$ cat src/rtl/new_mul.sv
// Two-stage pipelined integer multiplier: operand registers, then partial products
// summed by an adder tree into a registered product. Define NEW_MUL_SIGNED_EN for two's complement.
module new_mul #(
  parameter int WIDTH = 4
) (
  input  logic [WIDTH-1:0]   a,
  input  logic [WIDTH-1:0]   b,
  input  logic               ck,
  output logic [2*WIDTH-1:0] mul,
  input  logic               rst_n
);

  localparam int PW = 2 * WIDTH;

`ifdef NEW_MUL_SIGNED_EN
  // Baugh-Wooley correction: the inverted sign-row bits are balanced by these two ones.
  localparam logic [PW-1:0] BW_CORR = (PW'(1) << WIDTH) | (PW'(1) << (PW - 1));
`endif

  logic [WIDTH-1:0] r_a;
  logic [WIDTH-1:0] r_b;
  logic [PW-1:0]    r_mul;
  logic [PW-1:0]    w_sum;

  // Stage 1: capture operands.
  always_ff @(posedge ck or negedge rst_n) begin
    if (!rst_n) begin
      r_a <= '0;
      r_b <= '0;
    end else begin
      r_a <= a;
      r_b <= b;
    end
  end

  // Partial products feed a heap-ordered adder tree: leaves at [WIDTH..2*WIDTH-1], root at [1].
  always_comb begin : pp_tree
    logic [WIDTH-1:0] w_row;
    logic [PW-1:0]    w_node [2*WIDTH];
    w_row = '0;
    for (int n = 0; n < 2 * WIDTH; n++) begin
      w_node[n] = '0;
    end
    for (int i = 0; i < WIDTH; i++) begin
      w_row = r_a & {WIDTH{r_b[i]}};
`ifdef NEW_MUL_SIGNED_EN
      if (i == WIDTH - 1) begin
        w_row[WIDTH-2:0] = ~w_row[WIDTH-2:0];
      end else begin
        w_row[WIDTH-1] = ~w_row[WIDTH-1];
      end
`endif
      w_node[WIDTH + i] = PW'(w_row) << i;
    end
    for (int k = WIDTH - 1; k >= 1; k--) begin
      w_node[k] = w_node[2 * k] + w_node[2 * k + 1];
    end
`ifdef NEW_MUL_SIGNED_EN
    w_sum = w_node[1] + BW_CORR;
`else
    w_sum = w_node[1];
`endif
  end

  // Stage 2: register the product.
  always_ff @(posedge ck or negedge rst_n) begin
    if (!rst_n) begin
      r_mul <= '0;
    end else begin
      r_mul <= w_sum;
    end
  end

  assign mul = r_mul;

endmodule

$ cat config.mk
export PLATFORM = sky130hd
export DESIGN_NAME = new_mul
export DESIGN_NICKNAME = d
export VERILOG_FILES = /design/src/rtl/new_mul.sv
export SDC_FILE = /design/constraint.sdc
export NUM_CORES = 1
export LEC_CHECK = 0
export BUFFER_PORTS_ARGS = -buffer_cell sky130_fd_sc_hd__buf_2
export CORE_ASPECT_RATIO = 0.9
export CORE_MARGIN = 3
export CORE_UTILIZATION = 35
export DETAILED_ROUTE_END_ITERATION = 12
export SLEW_MARGIN = 10
export SYNTH_ARGS = -nofsm -noshare
export SYNTH_HDL_FRONTEND = slang
export SYNTH_SLANG_ARGS = --single-unit
export TNS_END_PERCENT = 5
$ cat constraint.sdc
create_clock -name ck -period 8.35 [get_ports ck]
set_input_delay 0.4175 -clock ck [delete_from_list [all_inputs] [get_ports ck]]
set_output_delay 0.4175 -clock ck [all_outputs]
set_load 0.05 [all_outputs]
==> impl_metrics.json <==
{
  "whs_ns": 0.02281,
  "reg2reg_to": "mul[7]",
  "detailedPlacementHpwl_microns": 862.5,
  "finalWirelength_microns": 1086,
  "timing.clock.skew_ns": 0.002137,
  "vias": 438,
  "syn_to_final_growth_pct": 19.43,
  "placedInstanceArea_sq_um": 902.1,
  "setup.worst_path.start_class": "register",
  "clk_transition_reported_paths_ns": 0.09,
  "cts_setup_buffers": 0,
  "antenna_cells_inserted": 0,
  "largest_net_degree_at_the_start_of_global_routing": 17,
  "drive_above_1_share_pct": 27.85,
  "syn-cell-area_sq_um": 785.8,
  "synth.avg_cell_area_sq_um": 13.55,
  "global_route.overflow_total": 0,
  "synth.yosys.seq_area_share_pct": 50.96,
  "synthCells": 58,
  "commonest_cells_after_routing_fill_and_taps_aside": "17 x sky130_fd_sc_hd__buf_2, 16 x sky130_fd_sc_hd__dfrtp_1, 12 x sky130_fd_sc_hd__and2_1",
  "drt_pass1_iterations": 2,
  "setup.worst_path.end_class": "register",
  "rsz_0062_raised_after_global_routing": "no",
  "post_cts_resize_count": 0,
  "ant_nets": 0,
  "numCtsBuffers": 3,
  "ctsRootBufferMaster": "sky130_fd_sc_hd__clkbuf_4",
  "slew_viol_final": 0,
  "power_leakage_nw": 0.5150,
  "fillCellCount": 191,
  "floorplan.core_area_sq_um": 2027,
  "ys_seq_elements": 16,
  "io_pins": 18,
  "pwr_density_cell_nw_per_um2": 210.5,
  "maxCapViolCount": 0,
  "routed_via_density": 4.212,
  "multi_input_comb_area_sq_um": 370.4,
  "ir_worst_vdd_mv": 0.1033,
  "drt_first_iter_violations": 1,
  "holdCritPathClass": "in2async",
  "final-hold-violation-count": 0,
  "rr_startpoint": "r_b[2]",
  "clock_sink_count": 16,
  "layout_commonest_cell": "sky130_fd_sc_hd__buf_2",
  "wire_per_inst_microns": 10.44,
  "drt_drc_violations_left": 0,
  "tns_ns": 0,
  "length_in_cells_of_the_worst_reg_to_reg_path": 10,
  "cts.hold.buffers_added": 0,
  "totalPowerFinal_w": 0.0001975,
  "number_of_warnings_issued_by_yosys": 0,
  "timing.final.crit_share_pct": 34.58,
  "worst-slew-pin-transition_ns": 0.3420,
  "routabilityCongestion": 0.6792,
  "layout.area.seq_sq_um": 400.4,
  "critical_path_class": "reg2reg",
  "die_y_microns": 50.95,
  "antenna_found_initial": 0,
  "maxSlewHeadroom_pct": 77.20,
  "rows": 15,
  "first_global_vias": 444,
  "wire_length_of_the_first_global_routing_pass_microns": 1959,
  "worst_ep_arrival_time_ns": 3.10,
  "timing.critical_path.required_ns": 8.56,
  "cts_tree": "done",
  "crit_path_max_fanout": 4,
  "synth_nets": 83,
  "globalRouteTotalUtil_pct": 9.295,
  "floorplan.initialDensity_pct": 38.77,
  "setup_viol": 0,
  "io_buffers": 17,
  "htree_depth": 1,
  "run_status": "completed",
  "r2r_slack_ns": 5.46,
  "final_core_util_pct": 46.30,
  "clk_path_buf_depth": 2,
  "final_cell_area_sq_um": 938.4,
  "die_w_microns": 55.95,
  "synth.top_cell.area_share_pct": 50.96,
  "netlist_cell_types": 11,
  "achievable-frequency_mhz": 346.3,
  "final_nets": 105,
  "synth_top_cells_by_area": "sky130_fd_sc_hd__dfrtp_1 51%, sky130_fd_sc_hd__ha_1 16%, sky130_fd_sc_hd__fa_1 13%, sky130_fd_sc_hd__and2_1 9.6%, sky130_fd_sc_hd__xnor2_1 2.2%",
  "floorplan.die_area_sq_um": 2850,
  "source_to_sink_clock_delay_at_the_later_pin_of_the_worst_skew_pair_ns": 0.28,
  "timing.final.crit_period_ns": 2.887,
  "synth_top_area_cell": "sky130_fd_sc_hd__dfrtp_1"
}
critical path, stage by stage, from the launching register on:
cell                      delay (ns)
sky130_fd_sc_hd__dfrtp_1        0.40
sky130_fd_sc_hd__and2_1         0.18
sky130_fd_sc_hd__fa_1           0.53
sky130_fd_sc_hd__inv_1          0.05
sky130_fd_sc_hd__fa_1           0.53
sky130_fd_sc_hd__inv_1          0.04
sky130_fd_sc_hd__ha_1           0.21
sky130_fd_sc_hd__fa_1           0.40
sky130_fd_sc_hd__a21o_1         0.21
sky130_fd_sc_hd__a21oi_2        0.14
sky130_fd_sc_hd__xnor2_1        0.12
area by class of cell:
cell class	instances	area share, %
clock buffers	4	3.867
inverters	4	1.600
multi-input cells	38	39.47
flip-flops and latches	16	42.67
well taps	25	3.333
repair buffers	17	9.067
cell usage after synthesis:
master	number
sky130_fd_sc_hd__dfrtp_1	16
sky130_fd_sc_hd__and2_1	12
sky130_fd_sc_hd__ha_1	10
sky130_fd_sc_hd__fa_1	5
sky130_fd_sc_hd__inv_1	4
sky130_fd_sc_hd__nand2_1	4
sky130_fd_sc_hd__a21o_1	2
sky130_fd_sc_hd__xnor2_1	2
sky130_fd_sc_hd__a21oi_1	1
sky130_fd_sc_hd__a21oi_2	1
sky130_fd_sc_hd__xor2_1	1
layer usage:
metal,up-vias,track usage (%),part of all wire (%)
met2,18,12.99,47
li1,226,-,-
met3,2,5.303,9.8
met1,192,12.36,42
met4,0,2.372,1.2
met5,-,0,0
report_power, final:
part | leakage (nW) | total, W | switching (W) | internal [W]
clock | 0.0210 | 0.0000494 | 0.0000228 | 0.0000265
combinational | 0.302 | 0.0000588 | 0.0000421 | 0.0000167
sequential | 0.192 | 0.0000894 | 0.00000294 | 0.0000865
logic make-up (layout without fill, tap and decap cells):
logic type | after synthesis | after routing | synth area share [%]
DFF | 16 | 16 | 50.95
and+or+nand+nor | 16 | 16 | 11.46
adders and majority gates | 15 | 15 | 28.66
AOI/OAI and AO/OA | 4 | 4 | 3.661
buffers and inverters | 4 | 25 | 1.910
xor gates and xnor gates | 3 | 3 | 3.345
state kept, by name, summed over array words and instances, names as in the netlist:
| register | flops |
|---|---|
| r_a | 4 |
| mul | 8 |
| r_b | 4 |
how the worst max path moves through the flow:
stage	from	to	slack, ns	depth (start not counted)
3_3_place_gp	r_b[2]	mul[7]	5.51	10
2_1_floorplan	r_b[2]	mul[7]	5.57	10
4_1_cts	r_b[2]	mul[7]	5.45	10
6_report	r_b[2]	mul[7]	5.46	10
5_1_grt	r_b[2]	mul[7]	5.33	10
3_5_place_dp	r_b[2]	mul[7]	5.47	10
through the flow:
| step | setup WS [ns] | instances |
|---|---|---|
| floorplan | 5.567 | 58 |
| global placement | 5.510 | 100 |
| detailed placement | 5.467 | 100 |
| CTS | 5.450 | 104 |
| global route | 5.334 | 104 |
| finish | 5.463 | 104 |
(Power assumes the default switching activity.)
